[config.mk]
export PLATFORM = sky130hd
export DESIGN_NAME = mem_access_ctrl
export DESIGN_NICKNAME = d
export VERILOG_FILES = /design/src/rtl/mem_access_ctrl.sv
export SDC_FILE = /design/constraint.sdc
export NUM_CORES = 1
export LEC_CHECK = 0
export BUFFER_PORTS_ARGS = -buffer_cell sky130_fd_sc_hd__buf_2
export CORE_MARGIN = 1
export CORE_UTILIZATION = 52
export DETAILED_ROUTE_END_ITERATION = 10
export GPL_TIMING_DRIVEN = 0
export PLACE_DENSITY = 0.79
export SLEW_MARGIN = 20
export SYNTH_ARGS = -nofsm -noshare
export SYNTH_HDL_FRONTEND = slang
export SYNTH_SLANG_ARGS = --single-unit
[constraint.sdc]
create_clock -name clk -period 2.65 [get_ports clk]
set_clock_uncertainty 0.05 [all_clocks]
set_input_delay 0.53 -clock clk [delete_from_list [all_inputs] [get_ports clk]]
set_output_delay 0.53 -clock clk [all_outputs]
set_load 0.01 [all_outputs]
[src/rtl/mem_access_ctrl.sv]
// Load/store sequencer and sole driver of a 16x8 memory with a level-sensitive write strobe.
// Handles LOAD, STORE, FILL and COPY requests and returns one response pulse per request.
module mem_access_ctrl (
    input  logic       clk,
    input  logic       rst_n,
    input  logic       req_valid,
    output logic       req_ready,
    input  logic [1:0] req_op,
    input  logic [3:0] req_addr,
    input  logic [3:0] req_addr2,
    input  logic [7:0] req_data,
    input  logic [4:0] req_count,
    output logic       rsp_valid,
    output logic [7:0] rsp_data,
    output logic       rsp_err,
    output logic       busy,
    output logic [7:0] mem_data_in,
    output logic [3:0] mem_write_select,
    output logic [3:0] mem_read_select,
    output logic       mem_select,
    input  logic [7:0] mem_data_out
);

    typedef enum logic [2:0] {
        IDLE,
        LD_RD,
        WR_SETUP,
        WR_STROBE,
        WR_HOLD,
        CP_RD,
        DONE
    } state_e;

    localparam logic [1:0] OP_LOAD  = 2'b00;
    localparam logic [1:0] OP_STORE = 2'b01;
    localparam logic [1:0] OP_COPY  = 2'b11;

    state_e     state_q;
    logic [1:0] op_q;
    logic [3:0] dst_q;
    logic [4:0] cnt_q;
    logic [4:0] cnt_d;
    logic [3:0] rsel_q;
    logic [3:0] wsel_q;
    logic [7:0] din_q;
    logic       sel_q;
    logic       rsp_valid_q;
    logic [7:0] rsp_data_q;
    logic       rsp_err_q;
    logic       busy_q;
    logic       count_bad;
    logic       last_word;

    assign count_bad = req_op[1] && ((req_count == 5'd0) || (req_count > 5'd16));
    assign last_word = (cnt_q == 5'd1);
    assign cnt_d     = cnt_q - 5'd1;

    always_ff @(posedge clk) begin
        if (!rst_n) begin
            state_q     <= IDLE;
            op_q        <= 2'b00;
            dst_q       <= 4'd0;
            cnt_q       <= 5'd0;
            rsel_q      <= 4'd0;
            wsel_q      <= 4'd0;
            din_q       <= 8'd0;
            sel_q       <= 1'b0;
            rsp_valid_q <= 1'b0;
            rsp_data_q  <= 8'd0;
            rsp_err_q   <= 1'b0;
            busy_q      <= 1'b0;
        end else begin
            unique case (state_q)
                IDLE: begin
                    if (req_valid) begin
                        busy_q <= 1'b1;
                        op_q   <= req_op;
                        cnt_q  <= req_count;
                        if (count_bad) begin
                            state_q     <= DONE;
                            rsp_valid_q <= 1'b1;
                            rsp_err_q   <= 1'b1;
                        end else begin
                            unique case (req_op)
                                OP_LOAD: begin
                                    state_q <= LD_RD;
                                    rsel_q  <= req_addr;
                                end
                                OP_COPY: begin
                                    state_q <= CP_RD;
                                    rsel_q  <= req_addr;
                                    dst_q   <= req_addr2;
                                end
                                default: begin
                                    state_q <= WR_SETUP;
                                    wsel_q  <= req_addr;
                                    din_q   <= req_data;
                                    if (req_op == OP_STORE) cnt_q <= 5'd1;
                                end
                            endcase
                        end
                    end
                end
                LD_RD: begin
                    rsp_data_q  <= mem_data_out;
                    rsp_valid_q <= 1'b1;
                    state_q     <= DONE;
                end
                WR_SETUP: begin
                    sel_q   <= 1'b1;
                    state_q <= WR_STROBE;
                end
                WR_STROBE: begin
                    sel_q <= 1'b0;
                    cnt_q <= cnt_d;
                    // The cycle after the strobe is the hold; address/data stay put.
                    if (last_word) begin
                        rsp_valid_q <= 1'b1;
                        state_q     <= DONE;
                    end else if (op_q == OP_COPY) begin
                        rsel_q  <= rsel_q + 4'd1;
                        state_q <= CP_RD;
                    end else begin
                        state_q <= WR_HOLD;
                    end
                end
                WR_HOLD: begin
                    wsel_q  <= wsel_q + 4'd1;
                    state_q <= WR_SETUP;
                end
                CP_RD: begin
                    din_q   <= mem_data_out;
                    wsel_q  <= dst_q;
                    dst_q   <= dst_q + 4'd1;
                    state_q <= WR_SETUP;
                end
                DONE: begin
                    rsp_valid_q <= 1'b0;
                    rsp_data_q  <= 8'd0;
                    rsp_err_q   <= 1'b0;
                    busy_q      <= 1'b0;
                    state_q     <= IDLE;
                end
                default: state_q <= IDLE;
            endcase
        end
    end

    assign req_ready        = (state_q == IDLE) && rst_n;
    assign rsp_valid        = rsp_valid_q;
    assign rsp_data         = rsp_data_q;
    assign rsp_err          = rsp_err_q;
    assign busy             = busy_q;
    assign mem_data_in      = din_q;
    assign mem_write_select = wsel_q;
    assign mem_read_select  = rsel_q;
    assign mem_select       = sel_q;

endmodule

==> qor.yml <==
sta:
  hold_violations: 0
  timing.final.crit_share: 0.878
  slew_violations: 0
  setup_viol: 0
  worst_pin_slew_ns: 0.562
  slew_headroom: 0.623
  finalSetupTns_ns: 0
  whs_ns: 0.423
  rsz0062_at_grt: "false"
  fmax_mhz: 430
  period_needed_ns: 2.33
yosys:
  synth_fp_nets: 319
  syn_area_sq_um: 2350
  synth-seq-cells: 42
  syn_area_per_cell_sq_um: 8.45
  async_flop_share: 0
  ys_warn_count: 0
  synth_cell_type_count: 55
  seq_area_frac_synth: 0.358
  synth_top_flop_cell: "dfxtp_1"
  netlist_instances: 278
  synth_edf_count: 0
floorplan:
  dieArea_sq_um: 4790
  core_area_sq_um: 4350
  die_w_um: 69.2
  io_pins: 63
  rows: 24
  die_h_um: 69.2
  start_util: 0.540
layout:
  layout.nets: 387
  area_delta_synth_final_pct: 20.4
  num_antenna_cells: 0
  final_common_cell: "buf_2"
  fill_cells: 397
  stdcell_count: 399
  final_cell_mix: "buf_2 (65), dfxtp_1 (42), nand2_1 (30), a21oi_1 (27), nor2_1 (26)"
  drive_gt1_frac: 0.248
routing:
  wl_per_cell_um: 15.0
  vias: 2298
  top_layer: "met4"
  ant_nets: 0
  firstDrtPassIters: 4
  drt_iter0_drc: 115
  vias_per_cell: 5.76
  drc_errors: 0
  wirelength_um: 5970
  drt-met1-wl_um: 2790
  wl_met2_um: 2770
  wl_met3_um: 326
global_route:
  grt_pass1_vias: 2139
  antenna_found_initial: 0
  grt-ovfl-total: 0
  grt_max_degree: 14
  grt_pass1_wl_um: 10100
  grt_use_total: 0.261
worst_setup_path:
  startpoint_type: "register"
  critPathArrivalTime_ns: 1.75
  path_cells: "buf_2 -> buf_1 -> nor3_1 -> and2_1 -> buf_2"
  cp_top_family: "buffers and inverters"
  cp_slowest_stage_delay_ns: 0.40
  endpoint_kind: "primary output"
  reg2reg_depth: 6
  crit_top_cell: "buf_2"
  crit_slowest_cell: "buf_1"
  cp_max_fo: 10
  crit_buf_inv: 3
  cp_num_cells: 5
  crit_type: "reg -> out"
  crit_required_ns: 2.07
cts:
  cts_hold_buffers: 0
  cts_tree: "built"
  cts_setup_buffers: 0
  cts_buffers: 5
  cts-resized-gates: 0
  clockBufferDepth: 2
  clk_pin_slew_ns: 0.08
  clock_latency_ns: 0.30
  clock_sinks: 42
  cts_root_buf: "clkbuf_8"
  htreeDepth: 2
power:
  power_density_nw_per_um2: 730
  p_leak_nw: 1.22
  finalPower_mw: 2.07
  vdd.ir_drop.worst_uv: 372
status:
  status: "finished clean"
place:
  io_buffer_count: 61
  gp_congestion: 0.897
  dpl.cell_count: 391
  dp_hpwl_um: 4530
min_path:
  hold_path_class: "reg -> reg"
  hold_depth: 2
flow_run:
  drv_cap: 0
[where the power goes]
part / switching [mW] / leakage, nW / internal [mW] / total, mW
combinational: 0.435 / 0.824 / 0.301 / 0.736
clock: 0.223 / 0.0514 / 0.281 / 0.504
sequential: 0.0867 / 0.344 / 0.740 / 0.827
[final timing paths]
kind          startpoint             end  slack (ns)
max           state_q[1]       req_ready        0.32
max reg2reg   state_q[2]  mem_data_in[7]        0.80
min reg2reg  rsp_data[6]     rsp_data[6]        0.42
min          rsp_data[6]     rsp_data[6]        0.42
[layout make-up]
class                      count  area [sq um]  share of cell area
sequential                    42           841               0.297
timing repair buffer          61           305               0.108
tap                           52          65.1              0.0230
clock inverter                 2          37.5              0.0133
buffer                        20          91.3              0.0323
inverter                       6          22.5             0.00796
clock buffer                   6          72.6              0.0256
multi-input combinational    210          1400               0.493
[state kept, by name (all words and copies together) (netlist names), 2 cells and up]
name	count
cnt_q	5
dst_q	4
mem_data_in	8
mem_read_select	4
mem_write_select	4
op_q	2
rsp_data	8
state_q	3
[per-stage QoR]
stage          setup WS, ns   util  cell area [sq um]
6_report              0.323  0.650               2830
5_1_grt               0.214  0.650               2830
4_1_cts               0.317  0.650               2830
3_5_place_dp          0.255  0.625               2720
3_3_place_gp          0.267  0.625               2720
2_1_floorplan         0.536      -               2350
[Yosys cell counts, types with 2 or more instances]
master	n	share of area
nor3_1	4	0.0085
nor2_1	26	0.042
o311ai_0	3	0.011
ha_1	7	0.037
xnor2_1	2	0.0075
nand3b_2	2	0.0096
dfxtp_1	42	0.36
a211oi_4	2	0.017
a311oi_1	3	0.011
nor2b_1	4	0.011
o221ai_1	8	0.030
nor3b_1	4	0.013
nand2_1	30	0.048
a31o_1	2	0.0075
a211oi_1	13	0.042
buf_2	4	0.0085
a31oi_1	3	0.0080
a21oi_1	27	0.058
and2_1	4	0.011
o31ai_1	5	0.016
inv_1	4	0.0064
nand2b_1	3	0.0080
a21o_1	2	0.0064
o21ai_1	4	0.0085
mux2i_1	12	0.051
nand3_1	13	0.028
o21ai_0	5	0.011
clkbuf_1	13	0.021
[cells by family (layout without fill, tap and decap cells)]
| kind of cell | Yosys count | after routing | synth area share |
|---|---|---|---|
| buffers and inverters | 26 | 95 | 0.0485 |
| DFF | 42 | 42 | 0.358 |
| and+or+nand+nor | 101 | 101 | 0.225 |
| xor gates and xnor gates | 3 | 3 | 0.0112 |
| muxes | 14 | 14 | 0.0634 |
| adders and majority gates | 7 | 7 | 0.0373 |
| AOI/OAI and AO/OA | 85 | 85 | 0.257 |
[layer usage]
metal	global-route usage	vias up
li1	-	1158
met1	0.359	1073
met2	0.396	58
met3	0.0596	9
met4	0.107	0
met5	0	-
[worst min-delay path, delay by kind of cell, from the launching register on]
kind             cells  cell delay (ns)
AO/OA/AOI/OAI        1             0.05
AND/OR/NAND/NOR      1             0.05
flip-flops           1             0.32
No activity file was read; power rests on OpenSTA's default activity.
